**config.mk**
```make
export PLATFORM = sky130hd
export DESIGN_NAME = mult_param_fast
export DESIGN_NICKNAME = d
export VERILOG_FILES = /design/src/rtl/mult_pkg.sv /design/src/rtl/mult_digit.sv /design/src/rtl/mult_param_fast.sv
export SDC_FILE = /design/constraint.sdc
export NUM_CORES = 1
export LEC_CHECK = 0
export CORE_AREA = 10 10 220 379
export CTS_BUF_LIST = sky130_fd_sc_hd__clkbuf_8
export DETAILED_ROUTE_END_ITERATION = 8
export DIE_AREA = 0 0 230 389
export DONT_BUFFER_PORTS = 1
export PLACE_DENSITY = 0.49
export RECOVER_POWER = 25
export SLEW_MARGIN = 10
export SYNTH_ARGS = -nofsm -noshare
export SYNTH_HDL_FRONTEND = slang
export SYNTH_SLANG_ARGS = --single-unit
```
**constraint.sdc**
```tcl
create_clock -name clk -period 13.3 [get_ports clk]
set_clock_uncertainty 0.1 [all_clocks]
set_input_delay 1.995 -clock clk [delete_from_list [all_inputs] [get_ports clk]]
set_output_delay 1.995 -clock clk [all_outputs]
set_load 0.1 [all_outputs]
```
**src/rtl/mult_pkg.sv**
```systemverilog
// Shared types and default sizing for the digit-serial multiplier.
package mult_pkg;

  typedef enum logic [1:0] {
    IDLE = 2'd0,
    MULT = 2'd1,
    FIX  = 2'd2
  } state_t;

  localparam int DEF_WIDTH = 32;
  localparam int DEF_DIGIT = 16;

endpackage

```
**src/rtl/mult_digit.sv**
```systemverilog
// Combinational unsigned DIGIT x DIGIT multiply, the only multiplier in the datapath.
module mult_digit
  import mult_pkg::*;
#(
  parameter int DIGIT = DEF_DIGIT
) (
  input  logic [DIGIT-1:0]   i_x,
  input  logic [DIGIT-1:0]   i_y,
  output logic [2*DIGIT-1:0] o_p
);

  assign o_p = (2*DIGIT)'(i_x) * (2*DIGIT)'(i_y);

endmodule

```
**src/rtl/mult_param_fast.sv**
```systemverilog
// Sign-magnitude multiplier that accumulates one digit partial product per cycle,
// skipping leading zero digits of either operand.
module mult_param_fast
  import mult_pkg::*;
#(
  parameter int WIDTH = DEF_WIDTH,
  parameter int DIGIT = DEF_DIGIT
) (
  input  logic               clk,
  input  logic               reset,
  input  logic               start,
  input  logic [WIDTH-1:0]   a,
  input  logic [WIDTH-1:0]   b,
  input  logic               signed_mode,
  output logic               busy,
  output logic               done,
  output logic [2*WIDTH-1:0] product
);

  localparam int NDIG = WIDTH / DIGIT;
  localparam int IW   = (NDIG > 1) ? $clog2(NDIG) : 1;
  localparam int PW   = 2 * WIDTH;
  localparam int SHW  = $clog2(PW);

  state_t r_state, w_state_next;

  logic [WIDTH-1:0]   w_a_abs, w_b_abs;
  logic [WIDTH-1:0]   r_a_mag, r_b_mag;
  logic               r_neg;
  logic [IW-1:0]      r_i, r_j, r_ka_m1, r_kb_m1;
  logic [IW-1:0]      w_ka_m1, w_kb_m1;
  logic [NDIG-1:0]    w_a_nz, w_b_nz;
  logic [DIGIT-1:0]   w_a_digits [NDIG];
  logic [DIGIT-1:0]   w_b_digits [NDIG];
  logic [2*DIGIT-1:0] w_pp;
  logic [SHW-1:0]     w_shamt;
  logic [PW-1:0]      w_pp_shifted;
  logic [PW-1:0]      r_acc, r_product;
  logic               r_done;
  logic               w_last;

  // Magnitudes; the most negative value maps to 2^(WIDTH-1) as plain unsigned.
  assign w_a_abs = (signed_mode && a[WIDTH-1]) ? -a : a;
  assign w_b_abs = (signed_mode && b[WIDTH-1]) ? -b : b;

  generate
    for (genvar gi = 0; gi < NDIG; gi++) begin : g_digits
      assign w_a_nz[gi]     = |w_a_abs[gi*DIGIT +: DIGIT];
      assign w_b_nz[gi]     = |w_b_abs[gi*DIGIT +: DIGIT];
      assign w_a_digits[gi] = r_a_mag[gi*DIGIT +: DIGIT];
      assign w_b_digits[gi] = r_b_mag[gi*DIGIT +: DIGIT];
    end
  endgenerate

  // Digit counts stored minus one; a zero operand collapses both to a single digit.
  always_comb begin
    w_ka_m1 = '0;
    w_kb_m1 = '0;
    if ((|w_a_nz) && (|w_b_nz)) begin
      for (int k = 0; k < NDIG; k++) begin
        if (w_a_nz[k]) w_ka_m1 = IW'(k);
        if (w_b_nz[k]) w_kb_m1 = IW'(k);
      end
    end
  end

  mult_digit #(.DIGIT(DIGIT)) u_mult_digit (
    .i_x(w_a_digits[r_i]),
    .i_y(w_b_digits[r_j]),
    .o_p(w_pp)
  );

  assign w_shamt      = SHW'((32'(r_i) + 32'(r_j)) * DIGIT);
  assign w_pp_shifted = PW'(w_pp) << w_shamt;
  assign w_last       = (r_i == r_ka_m1) && (r_j == r_kb_m1);

  always_ff @(posedge clk) begin
    if (reset) r_state <= IDLE;
    else       r_state <= w_state_next;
  end

  always_comb begin
    w_state_next = r_state;
    case (r_state)
      IDLE:    if (start) w_state_next = MULT;
      MULT:    if (w_last) w_state_next = FIX;
      FIX:     w_state_next = IDLE;
      default: w_state_next = IDLE;
    endcase
  end

  always_ff @(posedge clk) begin
    if (reset) begin
      r_a_mag   <= '0;
      r_b_mag   <= '0;
      r_neg     <= 1'b0;
      r_i       <= '0;
      r_j       <= '0;
      r_ka_m1   <= '0;
      r_kb_m1   <= '0;
      r_acc     <= '0;
      r_product <= '0;
      r_done    <= 1'b0;
    end else begin
      r_done <= 1'b0;
      case (r_state)
        IDLE: begin
          if (start) begin
            r_a_mag <= w_a_abs;
            r_b_mag <= w_b_abs;
            r_neg   <= signed_mode & (a[WIDTH-1] ^ b[WIDTH-1]);
            r_ka_m1 <= w_ka_m1;
            r_kb_m1 <= w_kb_m1;
            r_i     <= '0;
            r_j     <= '0;
            r_acc   <= '0;
          end
        end
        MULT: begin
          r_acc <= r_acc + w_pp_shifted;
          if (r_j == r_kb_m1) begin
            r_j <= '0;
            r_i <= r_i + IW'(1);
          end else begin
            r_j <= r_j + IW'(1);
          end
        end
        FIX: begin
          r_product <= r_neg ? -r_acc : r_acc;
          r_done    <= 1'b1;
        end
        default: ;
      endcase
    end
  end

  assign busy    = (r_state != IDLE);
  assign done    = r_done;
  assign product = r_product;

endmodule

```
# After elaboration in Yosys (flattened, before gate mapping)

Cells that the tools add are included.
Widths: inputs -> output; s select.

Word-level logic and storage cells: 72
Register bits: 200
Output and inout port bits: 66
Input bits: 68

Multiplexer cells: 24
Equal/unequal tests: 7
$mul: 1
$lt $le $gt $ge: 2
Add/sub/neg operators: 7
Shifts and indexed selects: 1
Reduce and logical (&&, ||, !) cells: 15
Bitwise logic cells: 4

Operator list:

| operator            | count |
|---|---|
| $mux 64             | 2 |
| $pmux 64 s2         | 1 |
| $mux 16             | 6 |
| $add 64x64->64      | 1 |
| $mux 32             | 2 |
| $neg 32->32         | 2 |
| $neg 64->64         | 1 |
| $reduce_or 32->1    | 2 |
| $shl 32x6->64       | 1 |
| $mul 16x16->32      | 1 |
| $reduce_or 16->1    | 2 |
| $mux 1              | 8 |
| $ne 2x2->1 const B  | 3 |
| $reduce_and 2->1    | 3 |
| $ge 2x2->1 const B  | 2 |
| $logic_and 1x1->1   | 4 |
| $mux 2              | 2 |
| $not 1->2           | 2 |
| $pmux 1 s2          | 2 |
| $pmux 2 s2          | 1 |
| $reduce_bool 2->1   | 2 |
| $reduce_and 3->1    | 1 |
| $add 1x1->1 const B | 2 |
| $add 1x1->2         | 1 |
| 6 further kinds     | 7 |

# Depth between registers and ports, before layout

Gate-level depths: netlist (run 1).

Word-level depth: 8
Depth in mapped cells: 40
Mapped depth without buffers: 36

# Hierarchy

From an unflattened synthesis (run 1), not the netlist that was laid out.

Cells, all modules: 2,950
Area, all modules: 23,292.3 um2

Modules (own cells, without submodules):

| module          | cells an instance | area an instance (um2) | times used | seq. area each (um2) |
|---|---|---|---|---|
| mult_param_fast | 1,935             | 14,614.0               | 1          | 4,003.8 |
| mult_digit      | 1,015             | 8,678.3                | 1          | 0.0 |

# Worst setup path after synthesis (run 1)

No wires, ideal clock.

Path type: reg-to-reg
From: reg r_i
To: reg r_acc[59]
Data required time: 13.071 ns
Clock period less this slack: 10.193 ns
Setup time: 0.129 ns
Arrival: 9.965 ns
Path slack: 3.107 ns
Stages on the path, launching flop included: 39
Path buffers: 4
Cell sequence: dfxtp_1 clkbuf_1 clkbuf_1 buf_1 mux2i_1 nor2_1 fa_1 inv_1 fa_1 inv_1 fa_1 fa_1 fa_1 inv_1 fa_1 inv_1 ha_1 a21o_1 (+3 left out) a21o_1 a311oi_1 nor3_1 o21a_1 o31ai_1 nor2b_1 ha_1 clkbuf_1 a21oi_1 o21ai_0 a2111oi_0 a21oi_1 a2111oi_0 or2_2 nor3_1 a211oi_1 xor2_1 o21ai_0

Cells in the longest elaborated chain, start to end: 8
Elaborated cells on any way between the ends: 9
Classes of those cells: add/sub: 2; mul: 1; shift: 1; mux: 4; bitwise: 1

RTL lines:

| item                                       | RTL line               | RTL |
|---|---|---|
| start: declaration                         | mult_param_fast.sv:30  | `logic [IW-1:0] r_i, r_j, r_ka_m1, r_kb_m1;` |
| start signal: assignment                   | mult_param_fast.sv:123 | `r_i <= r_i + IW'(1);` |
| $not 1->2 (implied by the code)            | mult_param_fast.sv:68  | `.i_x(w_a_digits[r_i]),` |
| $mux 16 (implied by the code) (3 in a row) | mult_param_fast.sv:68  |  |
| $mul 16x16->32                             | mult_digit.sv:12       | `assign o_p = (2*DIGIT)'(i_x) * (2*DIGIT)'(i_y);` |
| $shl 32x6->64 *                            | mult_param_fast.sv:74  | `assign w_pp_shifted = PW'(w_pp) << w_shamt;` |
| $add 64x64->64 *                           | mult_param_fast.sv:120 | `r_acc <= r_acc + w_pp_shifted;` |
| $pmux 64 s2 *                              | mult_param_fast.sv:106 | `case (r_state)` |
| end signal: assignment                     | mult_param_fast.sv:120 |  |
| end: declaration                           | mult_param_fast.sv:38  | `logic [PW-1:0] r_acc, r_product;` |

Mark *: on every way between the ends. The rest lies on a longest branch, timed or not. The select of a mux whose other input is x is not followed.
A chain may end at the register's enable or synchronous reset.

# Final worst setup path (run 1)

Ends and elaborated chain as after synthesis.

==> run_results.csv, run 1 <==
group,metric,value,unit
worst_setup_path,timing.rr.end,"r_acc[59]$_SDFFE_PP0P_",
place,post-dp-hpwl,63300,µm
logic_synthesis,synth_seq_cells,200,
logic_synthesis,yosysTopAreaCell,"dfxtp_1",
logic_synthesis,synthFlopType,"dfxtp_1",
logic_synthesis,synth_area,22900,µm²
routing,wl_met1,29200,µm
worst_setup_path,cp_slowest_cell,"dfxtp_2",
routing,routed_wl,76600,µm
logic_synthesis,ys_warn_count,0,
routing,topRoutingLayerUsed,"met4",
grt,grt_max_degree,169,
place,place_area,23800,µm²
routing,wl_per_cell,20.0,µm
hold_path,hp-class,"reg -> reg",
run,maxCapViolations,3,
timing,whs,371,ps
clock_tree,cts.htree.levels,4,
floorplanning,dieHeight,389,µm
timing,timing_hold_violations_final,0,
worst_setup_path,endpoint_kind,"register",
worst_setup_path,reg2regPathDepth,34,
logic_synthesis,syn-instance-count,2889,
worst_setup_path,worstSetupStartpoint,"r_i$_SDFFE_PP0P_",
worst_setup_path,r2r_slack,1580,ps
timing,fin_crit,11720,ps
timing,rsz0062_at_grt,"false",
worst_setup_path,cpPeakStageDelay,960,ps
floorplanning,floorplan.initialDensity,0.297,
routing,dr_wl_met3,3000,µm
grt,overflow,0,
place,io_buffers,0,
grt,antenna_found_initial,1,
floorplanning,coreArea,77000,µm²
grt,grt_pass1_vias,20200,
worst_setup_path,path_common_cell,"fa_1",
routing,drt_iter0_markers,1015,
power,ir_drop,0.0735,mV
timing,max_freq,85.3,MHz
worst_setup_path,start_kind,"register",
power,fin_total_pwr,2.89,mW
timing,finalSetupTns,0,ps
clock_tree,cts.clk_slew.worst_paths,100,ps
clock_tree,postCtsResizedCells,0,
timing,timing.slew.headroom,-1.03,
worst_setup_path,arrival,12030,ps
timing,timing.final.crit_share,0.882,
logic_synthesis,synth_commonest_cells,"nand2_1, nor2_1, inv_1",
hold_path,hold_depth,2,
timing,final-max-slew-violation-count,174,
routing,drt_first_pass_iters,7,
worst_setup_path,critPathCapture,"r_acc[59]$_SDFFE_PP0P_",
logic_synthesis,synthTopCellsByArea,"dfxtp_1, fa_1, ha_1",
clock_tree,cts-hold-fix-buffers,0,
grt,grt_first_pass_wirelength,119000,µm
clock_tree,cts_tree,"yes",
logic_synthesis,ys_seq_area_frac,0.175,
worst_setup_path,critPathMaxFanout,36,
run_status,violations,"capacitance limit, slew limit",
timing,finalSetupViolCount,0,
logic_synthesis,synth_top_area_frac,0.175,
floorplanning,num_io_pins,134,
worst_setup_path,crit_required,13610,ps
floorplanning,fp.dieArea,89500,µm²
floorplanning,rows,135,
routing,viasPerCell,5.12,
routing,vias,19600,
power,power_leakage,10.1,nW
logic_synthesis,synth_edf_count,0,
finish,nFillCells,8437,
clock_tree,cts_inserted_buffers,17,
timing,worstMarginPinSlew,3040,ps
clock_tree,clockRootBuffer,"clkbuf_8",
finish,layout-drive-gt1-share,0.0437,
routing,drc_errors,0,
finish,area_delta_synth_final,5.61,%
floorplanning,die_w,230,µm
logic_synthesis,synth.most_common_cell,"nand2_1",
run_status,status,"complete, but fails checks",
clock_tree,clk_latency,580,ps
logic_synthesis,synthArstFlopShare,0,
worst_setup_path,worstSetupPathType,"reg -> reg",
routing,antenna_left,0,
grt,grt_usage,0.169,
clock_tree,post_cts_buffers,0,
worst_setup_path,timing.rr.start,"r_i$_SDFFE_PP0P_",
clock_tree,clk_path_buf_depth,2,
clock_tree,clock-sinks,200,
logic_synthesis,syn-num-nets,3325,
place,gp_congestion,0.923,
logic_synthesis,yosysUniqueCellTypes,78,
logic_synthesis,synth.avg_cell_area,7.91,µm²
power,powerDensity,120,nW/µm²
finish,post-route-cell-area,24100,µm²
routing,wl_met2,40100,µm
finish,nNetsFinal,3214,
==> critical path: cells and delay by family (launching register included) <==
kind / cells / cell delay, ps
AO/OA/AOI/OAI: 15 / 4550
XOR/XNOR: 1 / 170
adder cells (fa/ha/maj): 8 / 3820
buffers and inverters: 4 / 200
flip-flops: 1 / 960
multiplexers: 1 / 810
AND/OR/NAND/NOR: 5 / 940
==> placed cells by master, fill, tap and decap left out, types with 10 or more instances in the layout <==
| cell type | n |
|---|---|
| nand2_1 | 336 |
| nor2_1 | 330 |
| inv_1 | 271 |
| dfxtp_1 | 199 |
| fa_1 | 195 |
| ha_1 | 173 |
| a21oi_1 | 171 |
| xor2_1 | 108 |
| o21ai_0 | 106 |
| a211oi_1 | 106 |
| xnor2_1 | 91 |
| nand3_1 | 63 |
| a21o_1 | 62 |
| mux2i_1 | 41 |
| nor3_1 | 41 |
| o31ai_1 | 38 |
| nand4_1 | 35 |
| mux2_2 | 33 |
| and2_1 | 29 |
| or4_1 | 22 |
| buf_4 | 21 |
| nand2b_1 | 20 |
| nor2b_1 | 20 |
| or3_1 | 20 |
| o21bai_1 | 20 |
| o41ai_1 | 19 |
| a31oi_1 | 18 |
| clkbuf_8 | 18 |
| o22ai_1 | 14 |
| nor4_1 | 14 |
| or2_2 | 11 |
| a311oi_1 | 11 |
| o21a_1 | 10 |
==> where the power goes <==
part | switching, mW | internal [mW] | leakage, nW | total, mW
clock network | 0.251 | 0.158 | 0.202 | 0.409
logic | 1.12 | 0.580 | 8.30 | 1.70
registers | 0.133 | 0.647 | 1.63 | 0.779
total | 1.50 | 1.38 | 10.1 | 2.89
==> layer usage <==
metal	vias up	global-route usage
met5	-	0
met4	0	0.0980
met3	124	0.0251
met2	389	0.315
met1	9375	0.177
li1	9675	-
==> per-stage QoR <==
| stage | worst slack, ps | std cells | utilization |
|---|---|---|---|
| 6_report | 1580 | 3819 | 0.313 |
| 5_1_grt | 897 | 3819 | 0.313 |
| 4_1_cts | 1570 | 3818 | 0.314 |
| 3_5_place_dp | 1590 | 3786 | 0.309 |
| 3_3_place_gp | 1700 | 3786 | 0.309 |
| 2_1_floorplan | 3110 | 2889 | - |
==> final cells by class <==
cell class | instances | area (µm²) | share of cell area
antenna | 1 | 2.50 | 0.000104
clock buffer | 18 | 248 | 0.0103
clock inverter | 14 | 143 | 0.00591
inverter | 270 | 1010 | 0.0420
multi-input combinational | 2264 | 17300 | 0.715
sequential | 200 | 4010 | 0.166
tap | 1027 | 1280 | 0.0532
timing repair buffer | 25 | 173 | 0.00715
==> worst min-delay path by stage <==
| stage | start | endpoint | slack [ps] |
|---|---|---|---|
| 4_1_cts | r_a_mag[0]$_SDFFE_PP0P_ | r_a_mag[0]$_SDFFE_PP0P_ | 370 |
| 3_3_place_gp | r_a_mag[31]$_SDFFE_PP0P_ | r_a_mag[31]$_SDFFE_PP0P_ | 360 |
| 2_1_floorplan | r_b_mag[26]$_SDFFE_PP0P_ | r_b_mag[26]$_SDFFE_PP0P_ | 340 |
| 6_report | r_a_mag[0]$_SDFFE_PP0P_ | r_a_mag[0]$_SDFFE_PP0P_ | 370 |
| 5_1_grt | r_a_mag[31]$_SDFFE_PP0P_ | r_a_mag[31]$_SDFFE_PP0P_ | 400 |
| 3_5_place_dp | r_a_mag[0]$_SDFFE_PP0P_ | r_a_mag[0]$_SDFFE_PP0P_ | 360 |
==> kinds of logic (layout without fill, tap and decap cells) <==
group,Yosys count,in the layout,share of synthesized area
compound gates,637,637,0.183
flops,200,200,0.175
simple gates,986,986,0.196
xor+xnor,199,199,0.0763
buf+inv,425,327,0.0699
other cells,0,1,0
fa+ha+maj,368,368,0.266
mux,74,74,0.0342
==> flip-flops by register name, indices dropped and copies added, names as in the netlist <==
| name | cells |
|---|---|
| done | 1 |
| product | 64 |
| r_a_mag | 32 |
| r_acc | 64 |
| r_b_mag | 32 |
| r_i | 1 |
| r_j | 1 |
| r_ka_m1 | 1 |
| r_kb_m1 | 1 |
| r_neg | 1 |
| r_state | 2 |
No activity file was read; power rests on OpenSTA's default activity.
==> run 2: changes to the inputs <==
CELL_PAD_IN_SITES_DETAIL_PLACEMENT = 0   (was default)
CELL_PAD_IN_SITES_GLOBAL_PLACEMENT = 2   (was default)
PLACE_DENSITY = 0.73   (was 0.49)
==> run 2 against run 1 <==
The run still ends with capacitance limit, slew limit left. Critical path depth is 2 lower. Final cell count hardly changed. Largest power group unchanged. Global-route usage is 1.0 points higher. First-iteration DRC count is 3.1% lower. Final area hardly changed. Worst setup slack better by 270 ps. Wire length is 6.6% higher. Non-clock buffer count is 2 lower. Combinational power hardly changed. Sequential share of layout area hardly changed.
==> run_results.csv, run 2 (same netlist as run 1, synthesis figures left out) <==
group,metric,value,unit
clock_tree,cts.htree.levels,4,
finish,final_util,0.313,
timing,final-max-slew-violation-count,291,
finish,area_delta_synth_final,5.55,%
clock_tree,cts-hold-fix-buffers,0,
finish,layout-drive-gt1-share,0.0438,
timing,timing.final.crit_share,0.861,
clock_tree,cts.clk_slew.worst_paths,120,ps
grt,antenna_found_initial,1,
finish,post-route-cell-area,24100,µm²
timing,rsz0062_at_grt,"false",
routing,routed_wl,81600,µm
floorplanning,dieHeight,389,µm
routing,antenna_left,0,
timing,fin_crit,11450,ps
clock_tree,postCtsResizedCells,0,
hold_path,hold_path_end,"r_neg$_SDFFE_PP0P_",
timing,max_freq,87.3,MHz
clock_tree,post_cts_buffers,0,
floorplanning,rows,135,
place,gp_congestion,0.951,
clock_tree,clock-sinks,200,
routing,drt_iter0_markers,984,
worst_setup_path,cpPeakStageDelay,1080,ps
hold_path,hold_depth,2,
place,place_area,23800,µm²
worst_setup_path,timing.rr.start,"r_i$_SDFFE_PP0P_",
worst_setup_path,r2r_slack,1850,ps
finish,final_cells,3816,
clock_tree,clk_path_buf_depth,2,
worst_setup_path,arrival,11810,ps
grt,grt_pass1_vias,20600,
grt,grt_first_pass_wirelength,125000,µm
routing,drc_errors,0,
timing,finalSetupTns,0,ps
run,maxCapViolations,5,
worst_setup_path,cp_top_family,"adder cells",
worst_setup_path,timing.rr.end,"r_acc[59]$_SDFFE_PP0P_",
worst_setup_path,worstSetupPathType,"reg -> reg",
hold_path,hp-class,"reg -> reg",
worst_setup_path,path_common_cell,"fa_1",
worst_setup_path,cp_slowest_cell,"mux2i_1",
worst_setup_path,reg2regPathDepth,32,
place,dp.cells,3784,
floorplanning,die_w,230,µm
timing,fin_ws,1850,ps
worst_setup_path,endpoint_kind,"register",
grt,grt_usage,0.180,
hold_path,min_from,"r_neg$_SDFFE_PP0P_",
floorplanning,floorplan.initialDensity,0.297,
timing,timing.slew.headroom,-1.35,
grt,grt_max_degree,169,
finish,nFillCells,8416,
timing,worstMarginPinSlew,3520,ps
place,post-dp-hpwl,67500,µm
clock_tree,cts_tree,"yes",
grt,overflow,0,
routing,viasPerCell,5.24,
clock_tree,cts_inserted_buffers,17,
worst_setup_path,crit_required,13660,ps
finish,nNetsFinal,3212,
floorplanning,num_io_pins,134,
clock_tree,clk_latency,570,ps
power,powerDensity,121,nW/µm²
routing,drt_first_pass_iters,5,
routing,vias,20000,
worst_setup_path,path_buf_inv,3,
timing,finalSetupViolCount,0,
worst_setup_path,start_kind,"register",
finish,final_cell_mix,"nand2_1, nor2_1, inv_1",
routing,wl_per_cell,21.4,µm
place,io_buffers,0,
power,power_leakage,10.1,nW
place,place_ws,1970,ps
run_status,violations,"capacitance limit, slew limit",
clock_tree,clockRootBuffer,"clkbuf_8",
floorplanning,coreArea,77000,µm²
timing,timing_hold_violations_final,0,
run_status,status,"complete, but fails checks",
power,ir_drop,0.0769,mV
floorplanning,fp.dieArea,89500,µm²
finish,layout_commonest_cell,"nand2_1",
worst_setup_path,critPathMaxFanout,36,
-- run 2: final cells by class --
type	instances	area [µm²]	share of cell area
Tap cell	1027	1280	0.0533
Multi-Input combinational cell	2264	17300	0.716
Clock inverter	14	158	0.00654
Sequential cell	200	4010	0.166
Clock buffer	17	234	0.00970
Inverter	270	1010	0.0420
Timing Repair Buffer	23	161	0.00669
Antenna cell	1	2.50	0.000104
-- run 2: how the worst max path moves through the flow --
| stage | startpoint | to | slack [ps] | depth (start not counted) |
|---|---|---|---|---|
| after global placement | r_i$_SDFFE_PP0P_ | r_acc[59]$_SDFFE_PP0P_ | 2010 | 32 |
| after global routing | r_i$_SDFFE_PP0P_ | r_acc[59]$_SDFFE_PP0P_ | 1210 | 35 |
| final | r_i$_SDFFE_PP0P_ | r_acc[59]$_SDFFE_PP0P_ | 1850 | 32 |
| after CTS | r_i$_SDFFE_PP0P_ | r_acc[59]$_SDFFE_PP0P_ | 1930 | 32 |
| after detailed placement | r_i$_SDFFE_PP0P_ | r_acc[59]$_SDFFE_PP0P_ | 1970 | 32 |
| after floorplan | r_i$_SDFFE_PP0P_ | r_acc[59]$_SDFFE_PP0P_ | 3110 | 38 |
-- run 2: through the flow --
step / hold WS (ps) / power (mW)
after floorplan: 341 / 1.98
after global placement: 344 / 2.51
after detailed placement: 355 / 2.51
after CTS: 371 / 2.95
after global routing: 391 / 3.16
final: 368 / 2.92
-- run 2: report_power, final --
group | internal [mW] | switching, mW | leakage (nW)
Combinational | 0.576 | 1.14 | 8.29
Sequential | 0.647 | 0.133 | 1.63
Clock | 0.156 | 0.271 | 0.195
Total | 1.38 | 1.54 | 10.1
-- run 2: layer usage --
| metal | track usage | wire (µm) |
|---|---|---|
| met5 | 0 | 0 |
| met3 | 0.0272 | 3340 |
| met1 | 0.186 | 30300 |
| met4 | 0.0920 | 4060 |
| met2 | 0.342 | 43900 |
-- run 2: worst reg2reg max path: cells and delay by family (launching register included) --
family | cells | cell delay, ps
flip-flops | 1 | 950
AND/OR/NAND/NOR | 8 | 1700
AO/OA/AOI/OAI | 9 | 2500
buffers and inverters | 3 | 330
XOR/XNOR | 2 | 360
multiplexers | 2 | 1510
adder cells (fa/ha/maj) | 8 | 3900
